## src/rtl/mc_ctrl.sv

```systemverilog
// mc_ctrl: multicycle MIPS-subset control FSM with a memory wait-state timeout.
// Optional feature macro MC_CTRL_ILLEGAL_EN: trap unsupported instructions through EXC.
module mc_ctrl #(
  parameter int unsigned ALUOP_W  = 5,
  parameter int unsigned MAX_WAIT = 16
) (
  input  logic               clk,
  input  logic               rst,
  input  logic [5:0]         op,
  input  logic [5:0]         funct,
  input  logic               mem_ready,
  output logic               pc_write,
  output logic               pc_write_cond,
  output logic               ir_write,
  output logic               i_or_d,
  output logic               mem_read,
  output logic               mem_write,
  output logic               reg_write,
  output logic               extop,
  output logic               ALUSrc,
  output logic [1:0]         RegDst,
  output logic [1:0]         MemtoReg,
  output logic [1:0]         s,
  output logic [ALUOP_W-1:0] aluop,
  output logic [2:0]         state,
  output logic               bus_err,
  output logic               illegal
);

  localparam int unsigned WCNT_W = $clog2(MAX_WAIT);

  localparam logic [ALUOP_W-1:0] ALU_ADD  = ALUOP_W'(0);
  localparam logic [ALUOP_W-1:0] ALU_ADDU = ALUOP_W'(1);
  localparam logic [ALUOP_W-1:0] ALU_SUB  = ALUOP_W'(2);
  localparam logic [ALUOP_W-1:0] ALU_AND  = ALUOP_W'(3);
  localparam logic [ALUOP_W-1:0] ALU_OR   = ALUOP_W'(4);
  localparam logic [ALUOP_W-1:0] ALU_SLT  = ALUOP_W'(5);
  localparam logic [ALUOP_W-1:0] ALU_LUI  = ALUOP_W'(6);

  typedef enum logic [2:0] {
    S_IF = 3'd0, S_ID = 3'd1, S_EX = 3'd2, S_MEM = 3'd3,
    S_WB = 3'd4, S_EXC = 3'd5, S_ERR = 3'd6
  } state_t;

  typedef enum logic [3:0] {
    C_ILL, C_R, C_I, C_LW, C_SW, C_BEQ, C_J, C_JR, C_JAL
  } cls_t;

  state_t             state_q, state_d;
  cls_t               cls_q, d_cls;
  logic               extop_q, d_extop, alusrc_q, d_alusrc;
  logic [1:0]         regdst_q, d_regdst, memtoreg_q, d_memtoreg, s_q, d_s;
  logic [ALUOP_W-1:0] aluop_q, d_aluop;
  logic [WCNT_W-1:0]  wait_cnt;
  logic               cnt_inc, timeout;
  logic               pcw_c, pcwc_c, irw_c, mr_c, mw_c, rw_c;

  always_comb begin
    d_cls      = C_ILL;
    d_extop    = 1'b0;
    d_alusrc   = 1'b0;
    d_regdst   = 2'b00;
    d_memtoreg = 2'b00;
    d_s        = 2'b00;
    d_aluop    = '0;
    case (op)
      6'h00: begin
        d_regdst   = 2'b01;
        d_memtoreg = 2'b01;
        case (funct)
          6'h20: begin d_cls = C_R; d_aluop = ALU_ADD;  end
          6'h21: begin d_cls = C_R; d_aluop = ALU_ADDU; end
          6'h23: begin d_cls = C_R; d_aluop = ALU_SUB;  end
          6'h24: begin d_cls = C_R; d_aluop = ALU_AND;  end
          6'h25: begin d_cls = C_R; d_aluop = ALU_OR;   end
          6'h2a: begin d_cls = C_R; d_aluop = ALU_SLT;  end
          6'h08: begin
            d_cls = C_JR; d_s = 2'b11; d_regdst = 2'b00; d_memtoreg = 2'b00;
          end
          default: begin d_regdst = 2'b00; d_memtoreg = 2'b00; end
        endcase
      end
      6'h08: begin d_cls = C_I; d_extop = 1'b1; d_alusrc = 1'b1; d_memtoreg = 2'b01; d_aluop = ALU_ADD;  end
      6'h09: begin d_cls = C_I; d_extop = 1'b1; d_alusrc = 1'b1; d_memtoreg = 2'b01; d_aluop = ALU_ADDU; end
      6'h0c: begin d_cls = C_I; d_alusrc = 1'b1; d_memtoreg = 2'b01; d_aluop = ALU_AND; end
      6'h0d: begin d_cls = C_I; d_alusrc = 1'b1; d_memtoreg = 2'b01; d_aluop = ALU_OR;  end
      6'h0f: begin d_cls = C_I; d_alusrc = 1'b1; d_memtoreg = 2'b01; d_aluop = ALU_LUI; end
      6'h23: begin d_cls = C_LW; d_extop = 1'b1; d_alusrc = 1'b1; d_memtoreg = 2'b10; d_aluop = ALU_ADD; end
      6'h2b: begin d_cls = C_SW; d_extop = 1'b1; d_alusrc = 1'b1; d_aluop = ALU_ADD; end
      6'h04: begin d_cls = C_BEQ; d_extop = 1'b1; d_s = 2'b01; d_aluop = ALU_SUB; end
      6'h02: begin d_cls = C_J; d_s = 2'b10; end
      6'h03: begin d_cls = C_JAL; d_s = 2'b10; d_regdst = 2'b10; end
      default: ;
    endcase
  end

  always_ff @(posedge clk or posedge rst) begin
    if (rst) begin
      state_q    <= S_IF;
      wait_cnt   <= '0;
      cls_q      <= C_ILL;
      extop_q    <= 1'b0;
      alusrc_q   <= 1'b0;
      regdst_q   <= 2'b00;
      memtoreg_q <= 2'b00;
      s_q        <= 2'b00;
      aluop_q    <= '0;
    end else begin
      state_q <= state_d;
      if (state_d != state_q) wait_cnt <= '0;
      else if (cnt_inc)       wait_cnt <= wait_cnt + 1'b1;
      if (state_q == S_ID) begin
        cls_q      <= d_cls;
        extop_q    <= d_extop;
        alusrc_q   <= d_alusrc;
        regdst_q   <= d_regdst;
        memtoreg_q <= d_memtoreg;
        s_q        <= d_s;
        aluop_q    <= d_aluop;
      end
    end
  end

  assign timeout = (wait_cnt == WCNT_W'(MAX_WAIT - 1));

  // s is steered combinationally in IF/ID so jumps can load the PC before the word registers
  always_comb begin
    state_d = state_q;
    cnt_inc = 1'b0;
    pcw_c   = 1'b0;
    pcwc_c  = 1'b0;
    irw_c   = 1'b0;
    mr_c    = 1'b0;
    mw_c    = 1'b0;
    rw_c    = 1'b0;
    i_or_d  = 1'b0;
    s       = s_q;
    case (state_q)
      S_IF: begin
        mr_c = 1'b1;
        s    = 2'b00;
        if (mem_ready) begin
          irw_c   = 1'b1;
          pcw_c   = 1'b1;
          state_d = S_ID;
        end else if (timeout) state_d = S_ERR;
        else                  cnt_inc = 1'b1;
      end
      S_ID: begin
        s = d_s;
        case (d_cls)
          C_J, C_JR: begin pcw_c = 1'b1; state_d = S_IF; end
          C_JAL:     state_d = S_WB;
          C_ILL: begin
`ifdef MC_CTRL_ILLEGAL_EN
            state_d = S_EXC;
`else
            state_d = S_IF;
`endif
          end
          default:   state_d = S_EX;
        endcase
      end
      S_EX: begin
        case (cls_q)
          C_BEQ:      begin pcwc_c = 1'b1; state_d = S_IF; end
          C_LW, C_SW: state_d = S_MEM;
          default:    state_d = S_WB;
        endcase
      end
      S_MEM: begin
        i_or_d = 1'b1;
        mr_c   = (cls_q == C_LW);
        mw_c   = (cls_q == C_SW);
        if (mem_ready)    state_d = (cls_q == C_LW) ? S_WB : S_IF;
        else if (timeout) state_d = S_ERR;
        else              cnt_inc = 1'b1;
      end
      S_WB: begin
        rw_c    = 1'b1;
        pcw_c   = (cls_q == C_JAL);
        state_d = S_IF;
      end
      S_EXC:   state_d = S_IF;
      S_ERR:   state_d = S_ERR;
      default: state_d = S_IF;
    endcase
  end

  // Strobes are gated by rst so an in-flight access drops before the register reset settles
  assign pc_write      = pcw_c  & ~rst;
  assign pc_write_cond = pcwc_c & ~rst;
  assign ir_write      = irw_c  & ~rst;
  assign mem_read      = mr_c   & ~rst;
  assign mem_write     = mw_c   & ~rst;
  assign reg_write     = rw_c   & ~rst;

  assign extop    = extop_q;
  assign ALUSrc   = alusrc_q;
  assign RegDst   = regdst_q;
  assign MemtoReg = memtoreg_q;
  assign aluop    = aluop_q;
  assign state    = state_q;
  assign bus_err  = (state_q == S_ERR);

`ifdef MC_CTRL_ILLEGAL_EN
  assign illegal = (state_q == S_EXC);
`else
  assign illegal = 1'b0;
`endif

endmodule

```

## config.mk

```make
export PLATFORM = sky130hd
export DESIGN_NAME = mc_ctrl
export DESIGN_NICKNAME = d
export VERILOG_FILES = /design/src/rtl/mc_ctrl.sv
export SDC_FILE = /design/constraint.sdc
export NUM_CORES = 1
export LEC_CHECK = 0
export CAP_MARGIN = 10
export CELL_PAD_IN_SITES_DETAIL_PLACEMENT = 0
export CELL_PAD_IN_SITES_GLOBAL_PLACEMENT = 1
export CORE_MARGIN = 2
export CORE_UTILIZATION = 38
export DETAILED_ROUTE_END_ITERATION = 7
export GPL_TIMING_DRIVEN = 0
export PLACE_DENSITY_LB_ADDON = 0.1
export SKIP_CTS_REPAIR_TIMING = 1
export SYNTH_ARGS = -nofsm -noshare
export SYNTH_HDL_FRONTEND = slang
export SYNTH_SLANG_ARGS = --single-unit
```

## constraint.sdc

```tcl
create_clock -name clk -period 2.6 [get_ports clk]
set_clock_uncertainty 0.1 [all_clocks]
set_input_delay 0.39 -clock clk [delete_from_list [all_inputs] [get_ports clk]]
set_output_delay 0.39 -clock clk [all_outputs]
set_load 0.01 [all_outputs]
```

---- Word-level counts from Yosys, hierarchy flattened ----
Cells that the tools add are included.
word-level totals
  logic and storage cells ................. 95
  register bits after elaboration ......... 24
  output and inout bits ................... 25
  bits of input ports ..................... 15
operators by class
  reduce and logical (&&, ||, !) cells .... 13
  add/subtract/negate cells ............... 1
  equality and inequality tests ........... 31
  mux-type cells .......................... 34
  bitwise gates (word level) .............. 7
operators with widths
  kind                   count
  $eq A6 B6 Y1 const B   8
  $eq A6 B4 Y1 const B   6
  $pmux W3 S5            2
  $pmux W4 S7            1
  $pmux W3 S2            3
  $pmux W3 S6            1
  $eq A4 B3 Y1 const B   4
  $mux W1                14
  $eq A4 B4 Y1 const B   3
  $eq A6 B2 Y1 const B   2
  $mux W3                4
  $pmux W2 S3            2
  $reduce_or A5 Y1       2
  $mux W4                2
  $pmux W2 S2            2
  $reduce_or A2 Y1       4
  $reduce_or A7 Y1       1
  $and A1 B1 Y1          6
  $eq A3 B2 Y1 const B   2
  $eq A3 B3 Y1 const B   2
  $eq A6 B3 Y1 const B   1
  $logic_not A6 Y1       1
  $reduce_or A6 Y1       1
  $add A4 B1 Y4 const B  1
  other kinds (11)       11

---- Longest topological paths before layout ----
Gate-level depths: netlist of run 1.
  depth after elaboration ................. 10
  gate-level depth with buffers ........... 7
  gate-level depth less buffers ........... 6

---- Worst setup path before layout of run 1 ----
No wires, ideal clock.
  path kind ............................... input -> output
  start ................................... in funct[2]
  end ..................................... out pc_write
  path buffers ............................ 1
  stages on the path ...................... 6
  slack ................................... 532 ps
  required time ........................... 2110 ps
  arrival ................................. 1578 ps
  cell sequence ........................... buf_2 > nor4_4 > a21o_1 > nand3_1 > o22a_1 > nor3_1
on the way
  cells in the longest elaborated chain, start to end .. 9
ends and longest elaborated chain
  element                            RTL line  source
  start, declared                    10        input logic [5:0] funct,
  $eq A6 B6 Y1                       70        case (funct)
  $reduce_or A6 Y1 (no source line)  -
  $pmux W3 S2 *                      70
  $pmux W4 S7 *                      66        case (op)
  $eq A4 B3 Y1                       151       case (d_cls)
  $reduce_or A2 Y1 *                 151
  $mux W1 *                          151
  $pmux W1 S3 *                      138       case (state_q)
  $and A1 B1 Y1 *                    191       assign pc_write = pcw_c & ~rst;
  end, declared                      12        output logic pc_write,
Mark *: on every way between the ends. The rest lies on a longest branch, timed or not.

---- Final worst setup path of run 1 ----
  start ................................... in op[0]
  end ..................................... out s[1]
on the way
  cells in the longest elaborated chain, start to end .. 4
ends and longest elaborated chain
  element                            RTL line  source
  start, declared                    9         input logic [5:0] op,
  $eq A6 B2 Y1                       66
  $reduce_or A2 Y1 (no source line)  -
  $pmux W2 S3 *                      66
  $pmux W2 S2 *                      138
  end, declared                      23        output logic [1:0] s,
Marks and branches as above.

==> results_dict.tcl, run 1 <==
set metrics [dict create \
    period_share_pct 95.3 \
    cts_sinks 22 \
    vias_per_cell 5.52 \
    reg2reg_slack_ps 750 \
    synth_top_flop_cell "dfrtp_1" \
    first_global_vias 1539 \
    cp-start-kind "input port" \
    yosys-top-cells-area "dfrtp_1, nand2_1, a21oi_1, nor2_1, nand3_1" \
    critical_path.max_fanout 10 \
    synth_area_mm2 0.00159 \
    cts_tree "built" \
    dpl_cell_area_mm2 0.00200 \
    path_clk_slew_ps 90 \
    coreArea_mm2 0.00400 \
    rr_worst_depth 6 \
    yosysTopAreaCell "dfrtp_1" \
    drt.antenna.violating_nets 0 \
    status "complete, no violations" \
    die_w_um 68.7 \
    ys_types 55 \
    report.final.slew_viol_count 0 \
    yosysSeqAreaShare_pct 34.6 \
    area_delta_synth_final_pct 44.3 \
    grt_max_degree 24 \
    worstPathRequired_ps 2110 \
    grt_antenna_before_repair 0 \
    syn_inst 195 \
    ioPinCount 40 \
    r2r_start "wait_cnt[0]" \
    cts-root-buf "clkbuf_8" \
    start_util_pct 39.8 \
    hpwl_mm 3.26 \
    max_slew.worst_pin.slew_ps 663 \
    clock_latency_ps 270 \
    async_flop_share_pct 100 \
    yosysWarnings 0 \
    postLayoutCoreUtil_pct 57.4 \
    drt_wl_total_mm 4.59 \
    synth_top_area_share_pct 34.6 \
    hp-class "input port to asynchronous set/reset pin" \
    synth_seq_cells 22 \
    final_area_mm2 0.00229 \
    die_h_um 68.7 \
    drt_iter0_markers 51 \
    max_slew_margin_pct 55.3 \
    tns_ps 0 \
    fmax_ghz 0.404 \
    min_period_ps 2480 \
    grt_pass1_wl_mm 7.04 \
    critPathKind "input port to output port" \
    ctsLongestPathBuffers 2 \
    htree_levels 1 \
    p_leak_nw 1.06 \
    drtPass1Iterations 4 \
    finalHoldWorstSlack_ps 234 \
    max_cap_viol_count 0 \
    powerDensity_mw_per_mm2 664 \
    p_total_mw 1.52 \
    numCtsBuffers 3 \
    fin_nets 267 \
    rsz0062_at_grt "no" \
    end_kind "output port" \
    setup_violations 0 \
    layout-drive-gt1-share_pct 20.4 \
    gp_congestion 0.855 \
    irDropWorstVdd_v 0.000242 \
    grt_use_total_pct 19.8 \
    n_antenna_cell 0 \
    drc 0 \
    port_buffers 34 \
    worstPathArrival_ps 1990 \
    final-hold-violation-count 0 \
    route.vias.total 1657 \
    synth-edff-count 0 \
    die-area_mm2 0.00472 \
    overflow 0 \
    routedWlPerCell_um 15.3 \
    syn_avg_cell_area_um2 8.16 \
    worstReg2RegEnd "wait_cnt[3]" \
    fp-row-count 23 \
]
## cell families after synthesis
logic type | synth area share, %
other | 0.236
flip-flops | 34.6
AO/OA/AOI/OAI | 23.8
multiplexers | 1.26
AND/OR/NAND/NOR | 31.7
buffers and inverters | 5.35
XOR/XNOR | 2.20
adder cells (fa/ha/maj) | 0.787
## where the power goes
group / switching [mW] / internal [mW] / total (mW)
combinational: 0.380 / 0.342 / 0.723
sequential: 0.0615 / 0.410 / 0.472
clock: 0.124 / 0.206 / 0.330
total: 0.566 / 0.958 / 1.52
## metrics by stage
step,instances,setup WS [ps]
6_report,300,123
5_1_grt,300,8.11
4_1_cts,285,-542
3_5_place_dp,281,-540
3_3_place_gp,281,-539
2_1_floorplan,197,532
## per-layer routing
| metal | global-route usage, % | vias to the layer above | part of all wire, % |
|---|---|---|---|
| met5 | 0 | - | 0 |
| li1 | - | 827 | - |
| met4 | 5.88 | 0 | 1.5 |
| met2 | 37.6 | 37 | 52 |
| met3 | 2.27 | 7 | 3.7 |
| met1 | 23.0 | 786 | 43 |
## synthesized netlist by cell type, drive strengths merged, types with 2 or more instances
master   n
or2      2
dfrtp   22
a22o     3
clkbuf   7
nor2    18
nand2   26
and4b    2
buf      8
nor2b    3
nor3b    3
a21oi   14
nand2b   2
nand3   11
nand3b   3
mux2i    2
o41ai    2
inv      3
and3     3
o31ai    3
a22oi    2
o21ai   10
nor4     3
nor4b    4
xor2     3
a31oi    5
nor3     6
o22a     2
a211oi   2
## area by class of cell
| type | count | area (um^2) |
|---|---|---|
| Clock buffer | 3 | 41.3 |
| Inverter | 3 | 15.0 |
| Sequential cell | 22 | 552 |
| Buffer | 14 | 87.6 |
| Fill cell | 373 | 1710 |
| Timing Repair inverter | 1 | 5.00 |
| Clock inverter | 1 | 30.0 |
| Multi-Input combinational cell | 157 | 1020 |
| Timing Repair Buffer | 49 | 478 |
| Tap cell | 50 | 62.6 |
## critical path, cell delays in order
cell and delay, ps:
clkdlybuf4s50_1 560, buf_6 170, inv_2 60, a31o_2 200, nand3_2 70, nand2_1 50
clkdlybuf4s50_1 470
## worst max path at each step
stage / slack [ps] / endpoint / start
3_3_place_gp: -540 / pc_write / op[3]
3_5_place_dp: -540 / pc_write / op[3]
4_1_cts: -540 / pc_write / op[3]
2_1_floorplan: 530 / pc_write / funct[2]
6_report: 120 / s[1] / op[0]
5_1_grt: 8 / mem_write / state[2]
## cell usage in the layout, fill, tap and decap left out, types with 2 or more instances in the layout
cell type | synthesis | layout
o31ai_1 | 3 | 3
buf_4 | 3 | 18
a211oi_1 | 2 | 2
o41ai_1 | 2 | 2
nand3b_1 | 3 | 3
nor3b_1 | 3 | 2
dlymetal6s2s_1 | 0 | 10
nor2_1 | 16 | 13
nor2b_1 | 3 | 2
and4b_1 | 2 | 2
and3_1 | 3 | 3
a22o_1 | 3 | 3
conb_1 | 1 | 3
nand2_1 | 26 | 26
o21ai_0 | 10 | 10
a31oi_1 | 5 | 5
nor3_1 | 6 | 5
mux2i_1 | 2 | 2
clkbuf_1 | 7 | 3
nand2b_1 | 2 | 2
clkbuf_8 | 0 | 3
nor2_2 | 2 | 3
dfrtp_1 | 22 | 21
xor2_1 | 3 | 3
nor4b_1 | 3 | 3
o22a_1 | 2 | 2
a22oi_1 | 2 | 2
nor4_4 | 1 | 2
clkbuf_4 | 0 | 3
nor2_4 | 0 | 2
buf_2 | 5 | 3
clkdlybuf4s50_1 | 0 | 24
a21oi_1 | 14 | 14
nand3_1 | 11 | 10
## sequential cells by signal, summed over array words and instances, names as in the netlist
name / count
extop: 1
RegDst: 2
MemtoReg: 2
wait_cnt: 4
state: 3
s_q: 2
ALUSrc: 1
cls_q: 4
aluop: 3
Power figures use the tool's default switching activity.
==> run 2: changes to the inputs <==
- CORE_ASPECT_RATIO: unset -> 1.4
- CORE_MARGIN: 2 -> unset
==> run 2 against run 1 <==
The flow now finishes with violations (DRC). Cell count decreased by 5.3%. Worst setup slack got worse by 68 ps. Register-to-register slack got worse by 60 ps. Highest routed layer unchanged.
==> results_dict.tcl, run 2 (same netlist as run 1, synthesis figures left out) <==
set metrics [dict create \
    gp_congestion 0.904 \
    fmax_ghz 0.393 \
    numCtsBuffers 3 \
    min_period_ps 2550 \
    fp-row-count 27 \
    setup.worst_path.end "s[1]" \
    hp-class "input port to asynchronous set/reset pin" \
    drt_iter0_markers 68 \
    clock_latency_ps 260 \
    grt_use_total_pct 20.7 \
    die_w_um 56.7 \
    cts_sinks 22 \
    report.final.slew_viol_count 0 \
    max_slew.worst_pin.slew_ps 546 \
    vias_per_cell 5.90 \
    cp-start-kind "input port" \
    ioPinCount 40 \
    layout-drive-gt1-share_pct 17.0 \
    first_global_vias 1567 \
    drc 7 \
    violations "DRC" \
    overflow 0 \
    cts_tree "built" \
    die_h_um 78.5 \
    hpwl_mm 3.38 \
    rr_worst_depth 6 \
    routedWlPerCell_um 15.8 \
    htree_levels 1 \
    critical_path.max_fanout 10 \
    end_kind "output port" \
    tns_ps 0 \
    n_antenna_cell 0 \
    port_buffers 34 \
    ctsLongestPathBuffers 2 \
    reg2reg_slack_ps 690 \
    route.vias.total 1675 \
    final-hold-violation-count 0 \
    worstReg2RegEnd "aluop[1]" \
    final_area_mm2 0.00219 \
    worstPathRequired_ps 2110 \
    setup_violations 0 \
    n_fill_cell 379 \
    startpoint "op[0]" \
    reg.largest.list "cls_q x4, wait_cnt x4" \
    die-area_mm2 0.00445 \
    layout_common_cells "nand2_1, clkdlybuf4s50_1, dfrtp_1" \
    drtPass1Iterations 6 \
    p_leak_nw 1.01 \
    powerDensity_mw_per_mm2 630 \
    period_share_pct 97.9 \
    r2r_start "state[2]" \
    cts-root-buf "clkbuf_8" \
    drt.antenna.violating_nets 0 \
    start_util_pct 39.9 \
    grt_antenna_before_repair 0 \
    max_slew_margin_pct 63.4 \
    drt_wl_total_mm 4.49 \
    max_cap_viol_count 0 \
    dpl_cell_area_mm2 0.00199 \
    area_delta_synth_final_pct 37.8 \
    path_clk_slew_ps 80 \
    irDropWorstVdd_v 0.000212 \
    critPathKind "input port to output port" \
    status "finished with violations" \
    worstPathArrival_ps 2060 \
    grt_pass1_wl_mm 7.25 \
    coreArea_mm2 0.00399 \
    final_common_cell "nand2_1" \
    grt_max_degree 24 \
    fin_nets 259 \
]
## run 2: how the worst min path moves through the flow
stage	cells past startpoint	endpoint	slack, ps
2_1_floorplan	1	ALUSrc	280
3_3_place_gp	2	RegDst[1]	350
5_1_grt	3	wait_cnt[0]	230
3_5_place_dp	2	RegDst[1]	360
4_1_cts	2	RegDst[1]	370
6_report	3	s_q[0]	210
## run 2: power breakdown
group | total [mW] | internal [mW] | switching, mW | leakage, nW
registers | 0.470 | 0.410 | 0.0603 | 0.296
clock network | 0.208 | 0.103 | 0.105 | 0.0216
logic | 0.702 | 0.314 | 0.388 | 0.693
## run 2: per-stage QoR
stage               util [%]  setup WS (ps)  hold WS [ps]  cells  power, mW
finish                  55.0           54.8           208    284       1.38
global route            55.0          -9.42           226    284       1.48
CTS                     51.0           -519           373    277       1.32
detailed placement      50.0           -518           355    274       1.12
global placement        50.0           -504           353    274       1.10
floorplan                  -            532           285    197      0.865
## run 2: final cells by class
class	count	area (um^2)	area share, %
flip-flops and latches	22	552	25.2
multi-input cells	157	1020	46.5
clock buffers	3	41.3	1.88
repair inverters	1	5.00	0.228
plain buffers	14	85.1	3.88
well taps	43	53.8	2.46
repair buffers	41	420	19.2
inverters	3	15.0	0.685
## run 2: metal layers
| metal | GRT usage (%) | wire (um) | vias up |
|---|---|---|---|
| met5 | 0 | 0 | - |
| met4 | 10.8 | 174 | 0 |
| met3 | 2.31 | 143 | 14 |
| met2 | 37.9 | 2390 | 49 |
| met1 | 23.1 | 1780 | 800 |
| li1 | - | - | 812 |
## run 2: critical path: stages
cell,delay (ps)
clkdlybuf4s50_1,560
buf_6,170
inv_2,60
a31o_2,200
nand3_1,100
nand2_1,90
clkdlybuf4s50_1,490
==> run 3: changes to the inputs <==
- GPL_ROUTABILITY_DRIVEN: unset -> 1
- HOLD_SLACK_MARGIN: unset -> 0.02
==> results of run 3 <==
Same layout as run 2: the final DEF is identical, and so are final timing and power.
